$ cat config.mk
export PLATFORM = sky130hd
export DESIGN_NAME = fetch_unit
export DESIGN_NICKNAME = d
export VERILOG_FILES = /design/src/rtl/fetch_unit.sv
export SDC_FILE = /design/constraint.sdc
export NUM_CORES = 1
export LEC_CHECK = 0
export ABC_AREA = 0
export CAP_MARGIN = 20
export CORE_ASPECT_RATIO = 1.1
export CORE_MARGIN = 10
export CORE_UTILIZATION = 45
export DETAILED_ROUTE_END_ITERATION = 10
export GPL_ROUTABILITY_DRIVEN = 0
export PLACE_DENSITY = 0.86
export SYNTH_ARGS = -nofsm -noshare
export SYNTH_HDL_FRONTEND = slang
export SYNTH_SLANG_ARGS = --single-unit
$ cat constraint.sdc
create_clock -name clk -period 4.65 [get_ports clk]
set_input_delay 1.395 -clock clk [delete_from_list [all_inputs] [get_ports clk]]
set_output_delay 1.395 -clock clk [all_outputs]
set_load 0.005 [all_outputs]
$ cat src/rtl/fetch_unit.sv
// rtl/fetch_unit.sv - RV32 instruction fetch stage: PC, handshaked imem request, instruction latch
// Halts stickily on unsupported opcodes and on misaligned redirect targets.
module fetch_unit #(
  parameter logic [31:0] RESET_PC  = 32'h00000000,
  parameter logic [31:0] NOP_INSTR = 32'h00000013
) (
  input  logic        clk,
  input  logic        rst_n,
  input  logic        PCSrc,
  input  logic [31:0] PCTarget,
  input  logic        InstrAck,
  input  logic        IMemReady,
  input  logic [31:0] IMemRdata,
  output logic        IMemReq,
  output logic [31:0] IMemAddr,
  output logic        InstrValid,
  output logic [31:0] Instr,
  output logic [6:0]  op,
  output logic [2:0]  funct3,
  output logic        funct7,
  output logic [31:0] PC,
  output logic [31:0] PCPlus4,
  output logic        IllegalInstr,
  output logic        Misaligned,
  output logic        Halted
);

  typedef enum logic [1:0] {BOOT, REQ, HOLD, HALT} state_t;

  state_t      state, state_nxt;
  logic [31:0] pc_q, pc_nxt;
  logic [31:0] instr_q, instr_nxt;
  logic        illegal_q, illegal_nxt;
  logic        misaligned_q, misaligned_nxt;

  function automatic logic opcode_supported(input logic [6:0] opc);
    case (opc)
      7'b0000011, 7'b0010011, 7'b0100011, 7'b0110011,
      7'b1100011, 7'b1101111, 7'b0110111: opcode_supported = 1'b1;
      default:                            opcode_supported = 1'b0;
    endcase
  endfunction

  always_ff @(posedge clk or negedge rst_n) begin
    if (!rst_n) begin
      state        <= BOOT;
      pc_q         <= RESET_PC;
      instr_q      <= NOP_INSTR;
      illegal_q    <= 1'b0;
      misaligned_q <= 1'b0;
    end else begin
      state        <= state_nxt;
      pc_q         <= pc_nxt;
      instr_q      <= instr_nxt;
      illegal_q    <= illegal_nxt;
      misaligned_q <= misaligned_nxt;
    end
  end

  always_comb begin
    state_nxt      = state;
    pc_nxt         = pc_q;
    instr_nxt      = instr_q;
    illegal_nxt    = illegal_q;
    misaligned_nxt = misaligned_q;
    case (state)
      BOOT: state_nxt = REQ;
      REQ: begin
        if (IMemReady) begin
          if (opcode_supported(IMemRdata[6:0])) begin
            instr_nxt = IMemRdata;
            state_nxt = HOLD;
          end else begin
            illegal_nxt = 1'b1;
            state_nxt   = HALT;
          end
        end
      end
      HOLD: begin
        if (InstrAck) begin
          if (!PCSrc) begin
            pc_nxt    = pc_q + 32'd4;
            instr_nxt = NOP_INSTR;
            state_nxt = REQ;
          end else if (PCTarget[1:0] == 2'b00) begin
            pc_nxt    = PCTarget;
            instr_nxt = NOP_INSTR;
            state_nxt = REQ;
          end else begin
            // PC and Instr stay frozen so the faulting retire can be inspected
            misaligned_nxt = 1'b1;
            state_nxt      = HALT;
          end
        end
      end
      HALT:    state_nxt = HALT;
      default: state_nxt = BOOT;
    endcase
  end

  assign IMemReq      = (state == REQ);
  assign InstrValid   = (state == HOLD);
  assign PC           = pc_q;
  assign IMemAddr     = pc_q;
  assign PCPlus4      = pc_q + 32'd4;
  assign Instr        = instr_q;
  assign op           = instr_q[6:0];
  assign funct3       = instr_q[14:12];
  assign funct7       = instr_q[30];
  assign IllegalInstr = illegal_q;
  assign Misaligned   = misaligned_q;
  assign Halted       = illegal_q | misaligned_q;

endmodule

### Yosys cells after proc, flatten, opt, wreduce, memory -nomap -nowiden

Cells that the tools add are included.

| operators by class | value |
|---|---|
| multiplexer cells | 17 |
| shifts and indexed selects | 0 |
| bitwise logic cells | 3 |
| reduce and logical (&&, ||, !) cells | 9 |
| add/subtract/negate cells | 1 |
| order comparisons | 0 |
| divide/modulo/power cells | 0 |
| equal/unequal tests | 15 |
| multiply operators | 0 |

Operators with widths:

| operator | number |
|---|---|
| 32-bit 2-to-1 mux | 7 |
| 32-bit one-hot mux with 2 select lines | 1 |
| 32-bit by 3-bit adder with 32-bit output (second input constant) | 1 |
| 7-bit by 6-bit equality test with 1-bit output (second input constant) | 3 |
| 7-bit equality test (second input constant) | 2 |
| 2-bit 2-to-1 mux | 4 |
| 2-bit one-hot mux with 4 select lines | 1 |
| 7-bit by 2-bit equality test with 1-bit output (second input constant) | 1 |
| 7-bit by 5-bit equality test with 1-bit output (second input constant) | 1 |
| 7-bit OR reduction | 1 |
| 3-bit AND reduction | 2 |
| 5-bit AND reduction | 1 |
| 2-bit equality test (second input constant) | 2 |
| 2-bit zero test | 2 |
| 1-bit 2-to-1 mux | 4 |
| 2-bit by 1-bit inequality test with 1-bit output (second input constant) | 2 |
| 2-bit inequality test (second input constant) | 2 |
| 4-bit AND reduction | 1 |
| 3-bit by 2-bit inequality test with 1-bit output (second input constant) | 1 |
| 2-bit by 1-bit equality test with 1-bit output (second input constant) | 1 |
| 1-bit inverter | 2 |
| 2-bit AND reduction | 1 |
| 2-bit nonzero test | 1 |
| 1-bit bitwise OR | 1 |

| storage, ports and cells | value |
|---|---|
| memory bits (writable) | 0 |
| memories | 0 |
| register bits | 68 |
| bits in read-only memories | 0 |
| logic and storage cells | 50 |
| bits in latches | 0 |

### Depth between registers and ports, before layout

| depth | value |
|---|---|
| depth after elaboration | 8 |
| depth in mapped cells | 7 |

### Worst setup path before layout

No wires, ideal clock.

| timing path | value |
|---|---|
| path type | reg2out |
| start | reg pc_q[2], in the netlist IMemAddr[2] |
| end | out PCPlus4[30] |
| path buffers | 0 |
| cell stages (with the launch flop) | 6 |
| required time | 3255 ps |
| slack | 1640 ps |
| data arrival time | 1615 ps |
| cell sequence | dfrtp_1 > ha_1 > and2_1 > nand4_2 > nor4_1 > xor2_1 |

| between the ends | value |
|---|---|
| cells in the longest elaborated chain, start to end | 1 |

RTL lines:

| item | line | text |
|---|---|---|
| start, declared | 31 | `logic [31:0] pc_q, pc_nxt;` |
| start signal, assigned | 53 | `pc_q <= pc_nxt;` |
| 32-bit by 3-bit adder with 32-bit output | 105 | `assign PCPlus4 = pc_q + 32'd4;` |
| end, declared | 22 | `output logic [31:0] PCPlus4,` |

No other way between the ends.

### Final worst setup path

Ends and elaborated chain as after synthesis.

==> metrics.csv <==
metric;value;unit
slew_headroom;39.3;%
cts_max_level;3;
coreArea;9940;µm²
fillers;782;
yosysTopAreaCell;dfrtp_1;
rows;38;
ys_top_cells_by_area;dfrtp_1, mux2i_1, buf_4;
worst_setup_path_end_kind;output pin;
cts_hold_buffers;0;
drtIter0Drc;208;
hold_viol;0;
arrival;2.79;ns
routed_wl;16.2;mm
dpl.hpwl;12.5;mm
dr_wl_met2;7.78;mm
setup_tns;0;ns
start_util;46.2;%
overflow;0;
tightest_slew;0.910;ns
fin_area;6670;µm²
die_h;126;µm
die_w;116;µm
synth_most_common_cell;dfrtp_1;
post_cts_buffers;0;
io_buffers;212;
worstHoldPathType;reg -> reg;
ios;213;
finalCritPeriodShare;90.0;%
grt_antenna_before_repair;0;
syn_area;4590;µm²
fin_nets;737;
drc;0;
slowest_stage;clkdlybuf4s50_1;
grt_first_pass_wirelength;24.9;mm
max_freq;239;MHz
multi_input_area;2260;µm²
async_flop_share;100;%
die_area;14600;µm²
vdd_drop_max;0.000184;V
path_clk_slew;0.07;ns
slowest_delay;0.54;ns
wl_met3;1.99;mm
worstPathMaxFanout;8;
worst-path-buf-inv;1;
p_leak;0.00301;µW
cts_sinks;68;
total_power;1350;µW
clk_latency;0.35;ns
path_cells;ha_1 -> and2_1 -> nand4_2 -> nor4_1 -> xor2_1 -> clkdlybuf4s50_1;
power_density;202;nW/µm²
synth-seq-area-share;37.1;%
hold_slack;0.503;ns
worstPathRequired;3.25;ns
syn_area_per_cell;8.90;µm²
critPathLaunchType;register;
post-route-min-period;4.18;ns
regArea;1710;µm²
finClkSkew;0.00840;ns
syn_nets;586;
path_delay_family;simple AND/OR/NAND/NOR gates;
syn_to_final_growth;45.3;%
drt_pass1_iterations;5;
slew_violations;0;
detail_route.wl_per_cell;20.4;µm
netlist_instances;516;
crit_type;reg -> out;
grt_max_degree;69;
ys.flop_type;dfrtp_1;
diodes;0;
synth-edff-count;0;
outcome;finished, final reports clean;
wl_met1;6.09;mm
rsz0062_at_grt;no;
cts_tree;yes;
dr_total_vias;4428;
place_area;6440;µm²
ys_types;55;
synth_top_cell_area_share;35.4;%
vias_per_cell;5.59;
cts_buffers;9;
grt_usage;21.3;%
route.top_layer_used;met4;
synthTopCellsByCount;dfrtp_1, nand2_1, buf_4, inv_1, mux2i_1;
yosys_warnings;0;
cts-resized-gates;0;
grt_pass1_vias;4530;
ant_nets;0;
synth-seq-cells;68;
ctsRootBufferMaster;clkbuf_8;
maxCapViolCount;0;
clock_path_buffers;2;
setup_violations;0;
drive_above_1_share;6.70;%
[path summary, 6_finish.rpt]
path / startpoint / endpoint / slack [ns] / cells after the start
worst max-delay path: IMemAddr[2] / PCPlus4[30] / 0.47 / 6
worst min-delay path: Misaligned / Misaligned / 0.50 / 1
worst max register to register: IMemAddr[9] / IMemAddr[20] / 2.50 / 4
worst min register to register: Misaligned / Misaligned / 0.50 / 1
max in group asynchronous: rst_n / Instr[28] / 2.89 / 1
min in group asynchronous: rst_n / IMemAddr[23] / 1.15 / 1
[sequential cells by signal (all words and copies together), names as in the netlist]
name / cells
state: 2
Misaligned: 1
IMemAddr: 32
IllegalInstr: 1
Instr: 32
[final cells by class]
cell class	instances	area share (%)
clock inverters	5	1.50
flip-flops and latches	68	25.6
repair buffers	217	32.4
multi-input cells	327	33.8
clock buffers	11	1.97
inverters	44	2.48
well taps	120	2.25
[per-layer routing]
layer  vias up  track usage [%]
li1       2042                -
met1      2127             23.6
met2       236             35.4
met3        23             9.54
met4         0             7.00
met5         -                0
[worst register-to-register path, cell delays in order (launching register included)]
cell and delay (ns):
dfrtp_1 0.60, and4_2 0.33, and4_1 0.54, nand2_1 0.18
a311o_1 0.39
[cell families (layout without fill, tap and decap cells)]
group,after synthesis,in the layout,synth area share [%]
AO/OA/AOI/OAI,71,71,11.0
multiplexers,47,47,10.4
AND/OR/NAND/NOR,180,180,21.6
adder cells (fa/ha/maj),1,1,0.272
buffers and inverters,121,277,14.3
XOR/XNOR,28,28,5.34
flip-flops,68,68,37.1
[through the flow]
stage / cells / worst slack [ns] / util [%]
2_1_floorplan: 516 / 1.64 / -
3_3_place_gp: 776 / 0.944 / 64.8
3_5_place_dp: 776 / 0.864 / 64.8
4_1_cts: 792 / 0.460 / 67.1
5_1_grt: 792 / 0.224 / 67.1
6_report: 792 / 0.466 / 67.1
[cell usage in the layout, fill, tap and decap left out, types with 10 or more instances in the layout]
master           synthesis  final
o21ai_0                 17     17
nor2_1                  21     21
mux2i_1                 42     42
clkdlybuf4s50_1          0    210
inv_1                   44     44
nand2_1                 58     58
and2_1                  13     13
xnor2_1                 18     18
dfrtp_1                 65     65
xor2_1                  10     10
nor3_1                  18     18
nand3_1                 18     17
[power by group]
part,total (µW),switching [µW],internal [µW],leakage (µW)
logic,150,61.3,89.2,0.00205
registers,607,7.44,600,0.000839
clock network,590,235,355,0.000117
total,1350,304,1040,0.00301
No activity file was read; power rests on OpenSTA's default activity.
